## src/rtl/sensor_arbiter.sv

```systemverilog
// sensor_arbiter: N raw request inputs are synchronised, debounced and arbitrated
// round-robin onto a registered one-hot grant S. A fairness timer forces the current
// holder to let go once it has held S for HOLD_CYCLES cycles while others wait.
module sensor_arbiter #(
    parameter int unsigned N           = 4,
    parameter int unsigned DEB_CYCLES  = 4,
    parameter int unsigned HOLD_CYCLES = 8
) (
    input  logic                     clk,
    input  logic                     rst,
    input  logic [N-1:0]             M,
    output logic [N-1:0]             S,
    output logic                     busy,
    output logic [$clog2(N)-1:0]     gnt_idx,
    output logic [$clog2(N+1)-1:0]   n_active
);

    localparam int unsigned IdxW  = $clog2(N);
    localparam int unsigned CntW  = $clog2(N + 1);
    localparam int unsigned DebW  = (DEB_CYCLES > 1) ? $clog2(DEB_CYCLES) : 1;
    localparam int unsigned HoldW = (HOLD_CYCLES > 1) ? $clog2(HOLD_CYCLES) : 1;

    localparam logic [DebW-1:0]  DebMax  = DebW'(DEB_CYCLES - 1);
    localparam logic [HoldW-1:0] HoldMax = HoldW'(HOLD_CYCLES - 1);
    localparam logic [IdxW-1:0]  IdxLast = IdxW'(N - 1);
    localparam logic [N-1:0]     OneHot0 = {{(N - 1){1'b0}}, 1'b1};

    typedef enum logic {
        StIdle,
        StGrant
    } state_e;

    // ------------------------------------------------------------------
    // Input synchroniser
    // ------------------------------------------------------------------
    logic [N-1:0] sync1_q;
    logic [N-1:0] m_s_q;

    // Two-flop synchroniser per channel; m_s_q is the first metastability-safe copy.
    always_ff @(posedge clk) begin
        if (rst) begin
            sync1_q <= '0;
            m_s_q   <= '0;
        end else begin
            sync1_q <= M;
            m_s_q   <= sync1_q;
        end
    end

    // ------------------------------------------------------------------
    // Debounce
    // ------------------------------------------------------------------
    logic [N-1:0]    m_f_q;
    logic [N-1:0]    m_f_d;
    logic [DebW-1:0] deb_cnt_q [N];
    logic [DebW-1:0] deb_cnt_d [N];

    // Count consecutive samples disagreeing with the filtered level; accept the new
    // level on the DEB_CYCLES-th one. Any agreeing sample restarts the count.
    always_comb begin
        m_f_d = m_f_q;
        for (int i = 0; i < N; i++) begin
            deb_cnt_d[i] = '0;
            if (m_s_q[i] != m_f_q[i]) begin
                if (deb_cnt_q[i] == DebMax) begin
                    m_f_d[i] = m_s_q[i];
                end else begin
                    deb_cnt_d[i] = deb_cnt_q[i] + DebW'(1);
                end
            end
        end
    end

    // Filtered request level and per-channel debounce counters.
    always_ff @(posedge clk) begin
        if (rst) begin
            m_f_q <= '0;
            for (int i = 0; i < N; i++) begin
                deb_cnt_q[i] <= '0;
            end
        end else begin
            m_f_q <= m_f_d;
            for (int i = 0; i < N; i++) begin
                deb_cnt_q[i] <= deb_cnt_d[i];
            end
        end
    end

    // ------------------------------------------------------------------
    // Active-request count
    // ------------------------------------------------------------------
    logic [CntW-1:0] n_active_q;
    logic [CntW-1:0] n_active_d;

    // Popcount of the debounced requests.
    always_comb begin
        n_active_d = '0;
        for (int i = 0; i < N; i++) begin
            n_active_d = n_active_d + CntW'(m_f_q[i]);
        end
    end

    // Registered popcount, one cycle behind m_f.
    always_ff @(posedge clk) begin
        if (rst) begin
            n_active_q <= '0;
        end else begin
            n_active_q <= n_active_d;
        end
    end

    // ------------------------------------------------------------------
    // Round-robin arbiter
    // ------------------------------------------------------------------
    state_e           state_q, state_d;
    logic [IdxW-1:0]  ptr_q, ptr_d;
    logic [HoldW-1:0] hold_q, hold_d;
    logic [N-1:0]     s_q, s_d;
    logic [IdxW-1:0]  gnt_q, gnt_d;

    logic             pick_found;
    logic [IdxW-1:0]  pick_idx;
    logic [IdxW-1:0]  cand;
    logic             holder_req;
    logic             others_req;

    // First requesting channel scanning ptr, ptr+1, ... with wrap modulo N.
    always_comb begin
        pick_found = 1'b0;
        pick_idx   = '0;
        cand       = '0;
        for (int k = 0; k < N; k++) begin
            cand = IdxW'((int'(ptr_q) + k) % int'(N));
            if (!pick_found && m_f_q[cand]) begin
                pick_found = 1'b1;
                pick_idx   = cand;
            end
        end
    end

    // s_q is the one-hot of the holder, so it doubles as the holder mask.
    always_comb begin
        holder_req = |(m_f_q & s_q);
        others_req = |(m_f_q & ~s_q);
    end

    // Next-state logic: grant from idle, release on drop-out or fairness timeout.
    always_comb begin
        state_d = state_q;
        ptr_d   = ptr_q;
        hold_d  = hold_q;
        s_d     = s_q;
        gnt_d   = gnt_q;
        case (state_q)
            StIdle: begin
                if (pick_found) begin
                    state_d = StGrant;
                    s_d     = OneHot0 << pick_idx;
                    gnt_d   = pick_idx;
                    hold_d  = '0;
                end
            end
            StGrant: begin
                if (!holder_req || (hold_q == HoldMax && others_req)) begin
                    // Release always passes through idle so the next grant starts clean.
                    state_d = StIdle;
                    s_d     = '0;
                    gnt_d   = '0;
                    hold_d  = '0;
                    ptr_d   = (gnt_q == IdxLast) ? '0 : gnt_q + IdxW'(1);
                end else if (hold_q != HoldMax) begin
                    hold_d = hold_q + HoldW'(1);
                end
            end
            default: begin
                state_d = StIdle;
                s_d     = '0;
                gnt_d   = '0;
                hold_d  = '0;
            end
        endcase
    end

    // Arbiter state, pointer, fairness timer and registered grant outputs.
    always_ff @(posedge clk) begin
        if (rst) begin
            state_q <= StIdle;
            ptr_q   <= '0;
            hold_q  <= '0;
            s_q     <= '0;
            gnt_q   <= '0;
        end else begin
            state_q <= state_d;
            ptr_q   <= ptr_d;
            hold_q  <= hold_d;
            s_q     <= s_d;
            gnt_q   <= gnt_d;
        end
    end

    assign S        = s_q;
    assign busy     = |s_q;
    assign gnt_idx  = gnt_q;
    assign n_active = n_active_q;

endmodule

```

## config.mk

```make
export PLATFORM = sky130hd
export DESIGN_NAME = sensor_arbiter
export DESIGN_NICKNAME = d
export VERILOG_FILES = /design/src/rtl/sensor_arbiter.sv
export SDC_FILE = /design/constraint.sdc
export NUM_CORES = 1
export LEC_CHECK = 0
export CORE_MARGIN = 1
export CORE_UTILIZATION = 53
export DETAILED_ROUTE_END_ITERATION = 8
export GPL_TIMING_DRIVEN = 0
export MAX_ROUTING_LAYER = met4
export PLACE_DENSITY = 0.75
export SYNTH_ARGS = -nofsm -noshare
export SYNTH_HDL_FRONTEND = slang
export SYNTH_SLANG_ARGS = --single-unit
```

## constraint.sdc

```tcl
create_clock -name clk -period 2.1 [get_ports clk]
set_input_delay 0.21 -clock clk [delete_from_list [all_inputs] [get_ports clk]]
set_output_delay 0.21 -clock clk [all_outputs]
set_load 0.005 [all_outputs]
```

=== After elaboration in Yosys (flattened, before gate mapping) ===
Memory sizes are Yosys's and may differ from the RTL's.
Cells that the tools add are included.

* Muxes and demuxes: 45
* Bitwise gates (word level): 8
* Magnitude comparators: 4
* Reduce and logical (&&, ||, !) cells: 19
* Eq/ne operators: 14
* $add $sub $neg: 12
* Shifts and indexed selects: 1

{| class="wikitable"
|+ Operators with widths
! kind !! number
|-
| 2-bit 2-to-1 mux || 19
|-
| 2-bit AND reduction || 7
|-
| 1-bit 2-to-1 mux || 13
|-
| 2-bit by 1-bit adder with 2-bit output, second input constant || 6
|-
| 2-bit by 3-bit < comparator with 1-bit output, second input constant || 4
|-
| 4-bit OR reduction || 3
|-
| 2-bit equality test, second input constant || 5
|-
| 3-bit 2-to-1 mux || 3
|-
| 4-bit bitwise AND || 2
|-
| 1-bit binary-select mux with 2-bit select || 4
|-
| 4-bit 2-to-1 mux || 2
|-
| 4-bit case mux with 2 select lines || 1
|-
| 3-bit case mux with 2 select lines || 1
|-
| 2-bit adder, second input constant || 2
|-
| 1-bit logical AND || 4
|-
| 1-bit logical NOT || 4
|-
| 1-bit != test || 4
|-
| 4-bit inverter || 1
|-
| 1-bit bitwise OR || 4
|-
| 2-bit case mux with 2 select lines || 1
|-
| 1-bit by 2-bit left shift with 4-bit output, first input constant || 1
|-
| 2-bit by 1-bit adder with 3-bit output || 1
|-
| 3-bit by 1-bit adder with 3-bit output || 1
|-
| 3-bit by 1-bit adder with 3-bit output, second input constant || 1
|-
| other kinds (9) || 9
|}

* Memories: 1
* Output and inout bits: 10
* Bits of input ports: 6
* Memory bits (writable): 8
* Flip-flop bits (word level): 27
* Word-level logic and storage cells: 116

{| class="wikitable"
|+ Memory list
! name !! words !! width !! read ports !! clocked after memory_dff !! write ports !! RTL line !! RTL
|-
| deb_cnt_q || 4 || 2 || 4 || 0 || 4 || 55 || <nowiki>logic [DebW-1:0] deb_cnt_q [N];</nowiki>
|}

=== Longest topological paths before layout ===
* Depth after elaboration: 15
* Mapped depth: 7
* Gate-level depth less buffers: 6

=== Worst setup path after synthesis ===
Ideal clock, no wire load.

* Path kind: register to register
* Start: register m_f_q[0]
* End: register n_active_q[1] (netlist: n_active[1])
* Cell stages (with the launch flop): 8
* Data arrival time: 1.587 ns
* Buffers on the path: 1
* Period minus slack after synthesis: 1.714 ns
* Setup time: 0.127 ns
* Path slack: 0.386 ns
* Required time: 1.973 ns
* Cells stage by stage: dfxtp_1 > buf_6 > inv_1 > fa_1 > inv_1 > ha_1 > ha_1 > nor2b_1

* Cells in the longest elaborated chain, start to end: 3

{| class="wikitable"
|+ RTL lines
! what !! RTL line !! RTL
|-
| start, declared || 53 || <nowiki>logic [N-1:0] m_f_q;</nowiki>
|-
| start signal, assigned || 82 || <nowiki>m_f_q <= m_f_d;</nowiki>
|-
| 1-bit by 1-bit adder with 2-bit output || 99 || <nowiki>n_active_d = n_active_d + CntW'(m_f_q[i]);</nowiki>
|-
| 2-bit by 1-bit adder with 3-bit output || 99 ||
|-
| 3-bit by 1-bit adder with 3-bit output || 99 ||
|-
| net n_active_d[1] || 93 || <nowiki>logic [CntW-1:0] n_active_d;</nowiki>
|-
| end signal, assigned || 108 || <nowiki>n_active_q <= n_active_d;</nowiki>
|-
| end, declared || 92 || <nowiki>logic [CntW-1:0] n_active_q;</nowiki>
|}

The timed path passes the listed nets, and every way through them passes these cells.
A chain may end at the register's enable or synchronous reset.

=== Final worst setup path ===
* Start: register s_q[0] (netlist: S[0])
* End: output port busy

* Cells in the longest elaborated chain, start to end: 1

{| class="wikitable"
|+ RTL lines
! what !! RTL line !! RTL
|-
| start, declared || 118 || <nowiki>logic [N-1:0] s_q, s_d;</nowiki>
|-
| start signal, assigned || 190 || <nowiki>s_q <= '0;</nowiki>
|-
| start signal, assigned || 196 || <nowiki>s_q <= s_d;</nowiki>
|-
| 4-bit OR reduction || 202 || <nowiki>assign busy = |s_q;</nowiki>
|-
| end, declared || 13 || <nowiki>output logic busy,</nowiki>
|}

Every way passes these cells.

==> flow_summary.yaml <==
run_status:
  outcome: "complete, but fails checks"
  violations: "DRC"
flow_run:
  cap_violations: 0
logic_synthesis:
  synth.yosys.seq_area_share_pct: 43.61
  synth_xor_area_share_pct: 2.181
  avgSynthCellArea_um2: 10.36
  synth_top_cell_by_area: "dfxtp_1"
  synth_fp_nets: 171
  synth_area_leaders: "dfxtp_1 44%, ha_1 7.0%, nor2b_1 4.7%, mux2i_1 3.7%, nor2_1 3.7%"
  synth_compound_area_share_pct: 13.01
  synth_top_family_by_area: "simple AND/OR/NAND/NOR gates"
  synthSimpleGateAreaFrac_pct: 20.09
  synth_top_area_share_pct: 43.61
  ys_warn_count: 0
  synth_edf_count: 0
  async_flop_share_pct: 0
  ys_top_cells_by_count: "35 x dfxtp_1, 16 x nor2_1, 12 x inv_1, 12 x nor2b_1, 9 x ha_1"
  ys_ff_latch: 35
  synth_fa_ha_area_share_pct: 8.255
  synth_most_common_cell: "dfxtp_1"
  synth_area_um2: 1607
  synth_mux_area_share_pct: 4.673
  synth_cells: 155
  synth_flop_cell: "dfxtp_1"
  synth.distinct_cells: 41
pwr:
  switching_share_pct: 23.18
  p_comb_share_pct: 3.3
  pwr-share-seq_pct: 60.6
  p_leak_nw: 0.7060
  cellPowerDensity_nw_per_um2: 602.9
  clkPwrFrac_pct: 36.1
  intPower_w: 0.0008583
  switchingPower_w: 0.0002589
  ir_drop_mv: 0.3394
setup_path:
  worst-path-max-fanout: 5
  crit_start: "S[0]"
  reg2reg_from: "m_f_q[0]"
  cp-start-kind: "flip-flop"
  critPathKind: "flip-flop to primary output"
  setup.worst_path.end: "busy"
  rrSetupSlack_ns: 0.25
  crit_path_end_kind: "primary output"
  r2r_cells: 7
  arrival_ns: 1.68
  reg2reg_to: "n_active[1]"
  cp.required_ns: 1.89
sta:
  relSlewSlack_pct: 70.37
  maxClockFrequency_mhz: 530.1
  period_needed_ns: 1.886
  rsz0062_at_grt: "false"
  finalCritPeriodShare_pct: 89.82
  hold_slack_ns: 0.1720
  hold_violations: 0
  setup_violations: 0
  skew_ns: 0.01192
  worstMarginPinSlew_ns: 0.4445
  drv_slew: 0
  setup_tns_ns: 0
floorplan:
  initial_core_util_pct: 57.27
  die_area_um2: 3255
  num_io_pins: 16
  die_x_um: 57.06
  core-area_um2: 2805
  die_y_um: 57.06
  rows: 19
finish:
  num_antenna_cells: 0
  syn_to_final_growth_pct: 15.34
  drive_gt1_share_pct: 11.86
  fin_area_um2: 1853
  finalNetCount: 192
global_routing:
  antenna_found_initial: 0
  grt_use_total_pct: 20.73
  grt_max_degree: 13
  grt_pass1_wl_um: 4912
  globalRouteOverflowTotal: 0
  grt_pass1_vias: 1156
clock_network:
  numCtsBuffers: 5
  root_buffer: "clkbuf_4"
  cts_sinks: 35
  cts_htree_levels: 2
  clock_path_buffers: 2
  cts_tree: "done"
  post-cts-setup-buffers: 0
  cts_resized: 0
  clk_pin_slew_ns: 0.12
  ctsHoldBuffers: 0
  insertion_delay_ns: 0.35
placed_design:
  port_buffers: 14
  dp_hpwl_um: 2067
  gp_congestion: 0.8198
  dpl_cell_area_um2: 1785
route:
  post_drt_via_cell_ratio: 5.500
  drcViolationCount: 7
  dr.pass1.iters: 6
  drt_first_iter_violations: 39
  vias: 1144
  routed_wl_um: 2790
  routedWlPerCell_um: 13.41
  antenna_left: 0
min_path:
  hold_class: "input port to flip-flop"
## area by class of cell
type	count	area [um2]
timing repair buffer	14	140.1
fill	224	952.2
clock buffer	6	51.30
tap	31	38.79
multi-input combinational	100	774.5
clock inverter	2	16.27
inverter	12	45.04
sequential	35	700.7
buffer	8	86.33
## through the flow
step           setup slack [ns]  utilization (%)  power [W]  std cells
3_3_place_gp             0.2916            63.65  0.0007282        200
4_1_cts                  0.1992            66.06   0.001127        208
6_report                 0.2137            66.06   0.001117        208
3_5_place_dp             0.2509            63.65  0.0007299        200
2_1_floorplan            0.3856                -  0.0007156        155
5_1_grt                  0.1553            66.06   0.001158        208
## placed cells by master, fill, tap and decap left out, types with 3 or more instances in the layout
| cell type | Yosys | final |
|---|---|---|
| ha_1 | 9 | 9 |
| mux2i_1 | 6 | 6 |
| nor2b_1 | 12 | 12 |
| or3_1 | 5 | 5 |
| nor2_1 | 16 | 16 |
| nand2b_1 | 4 | 4 |
| xnor2_1 | 4 | 4 |
| clkdlybuf4s50_1 | 0 | 14 |
| nor3b_1 | 3 | 3 |
| inv_1 | 12 | 12 |
| nand3b_1 | 3 | 3 |
| buf_6 | 4 | 4 |
| clkbuf_4 | 0 | 5 |
| dfxtp_1 | 35 | 35 |
| nand2_1 | 5 | 5 |
| o32ai_1 | 5 | 5 |
## state kept, by name (all words and copies together), names as in the netlist
name,flops
S,4
deb_cnt_q,8
gnt_idx,2
hold_q,3
m_f_q,4
m_s_q,4
n_active,3
ptr_q,2
state_q,1
sync1_q,4
## critical path, cell delays in order, from the launching register on
cell,delay [ns]
dfxtp_1,0.36
or4_1,0.52
clkdlybuf4s50_1,0.46
## logic make-up (layout without fill, tap and decap cells)
| group | Yosys count | in the layout |
|---|---|---|
| XOR/XNOR | 4 | 4 |
| AND/OR/NAND/NOR | 57 | 57 |
| buffers and inverters | 20 | 42 |
| AO/OA/AOI/OAI | 22 | 22 |
| multiplexers | 7 | 7 |
| adder cells (fa/ha/maj) | 10 | 10 |
| flip-flops | 35 | 35 |
## power groups by stage
| stage | Sequential, W | Combinational (W) | Clock, W |
|---|---|---|---|
| 6_report | 0.000677 | 0.0000369 | 0.000403 |
| 3_5_place_dp | 0.000692 | 0.0000375 | 0 |
| 3_3_place_gp | 0.000692 | 0.0000364 | 0 |
| 4_1_cts | 0.000677 | 0.0000375 | 0.000412 |
| 5_1_grt | 0.000679 | 0.0000417 | 0.000438 |
| 2_1_floorplan | 0.000691 | 0.0000243 | 0 |
## per-layer routing
layer / global-route usage, % / routed length, um / share of wire (%)
met1: 23.95 / 1307 / 47
met2: 33.28 / 1304 / 47
met3: 5.442 / 113 / 4.1
met4: 10.45 / 65 / 2.3
met5: - / 0 / 0
## how the worst min path moves through the flow
stage	from	to	slack (ns)	cells after the start
floorplan	M[1]	sync1_q[1]	0.34	1
finish	rst	deb_cnt_q[2][1]	0.17	3
detailed placement	deb_cnt_q[3][0]	deb_cnt_q[3][0]	0.41	1
CTS	rst	deb_cnt_q[2][1]	0.17	3
global placement	deb_cnt_q[2][0]	deb_cnt_q[2][0]	0.40	1
global route	rst	deb_cnt_q[3][0]	0.18	3
Power figures use the tool's default switching activity.
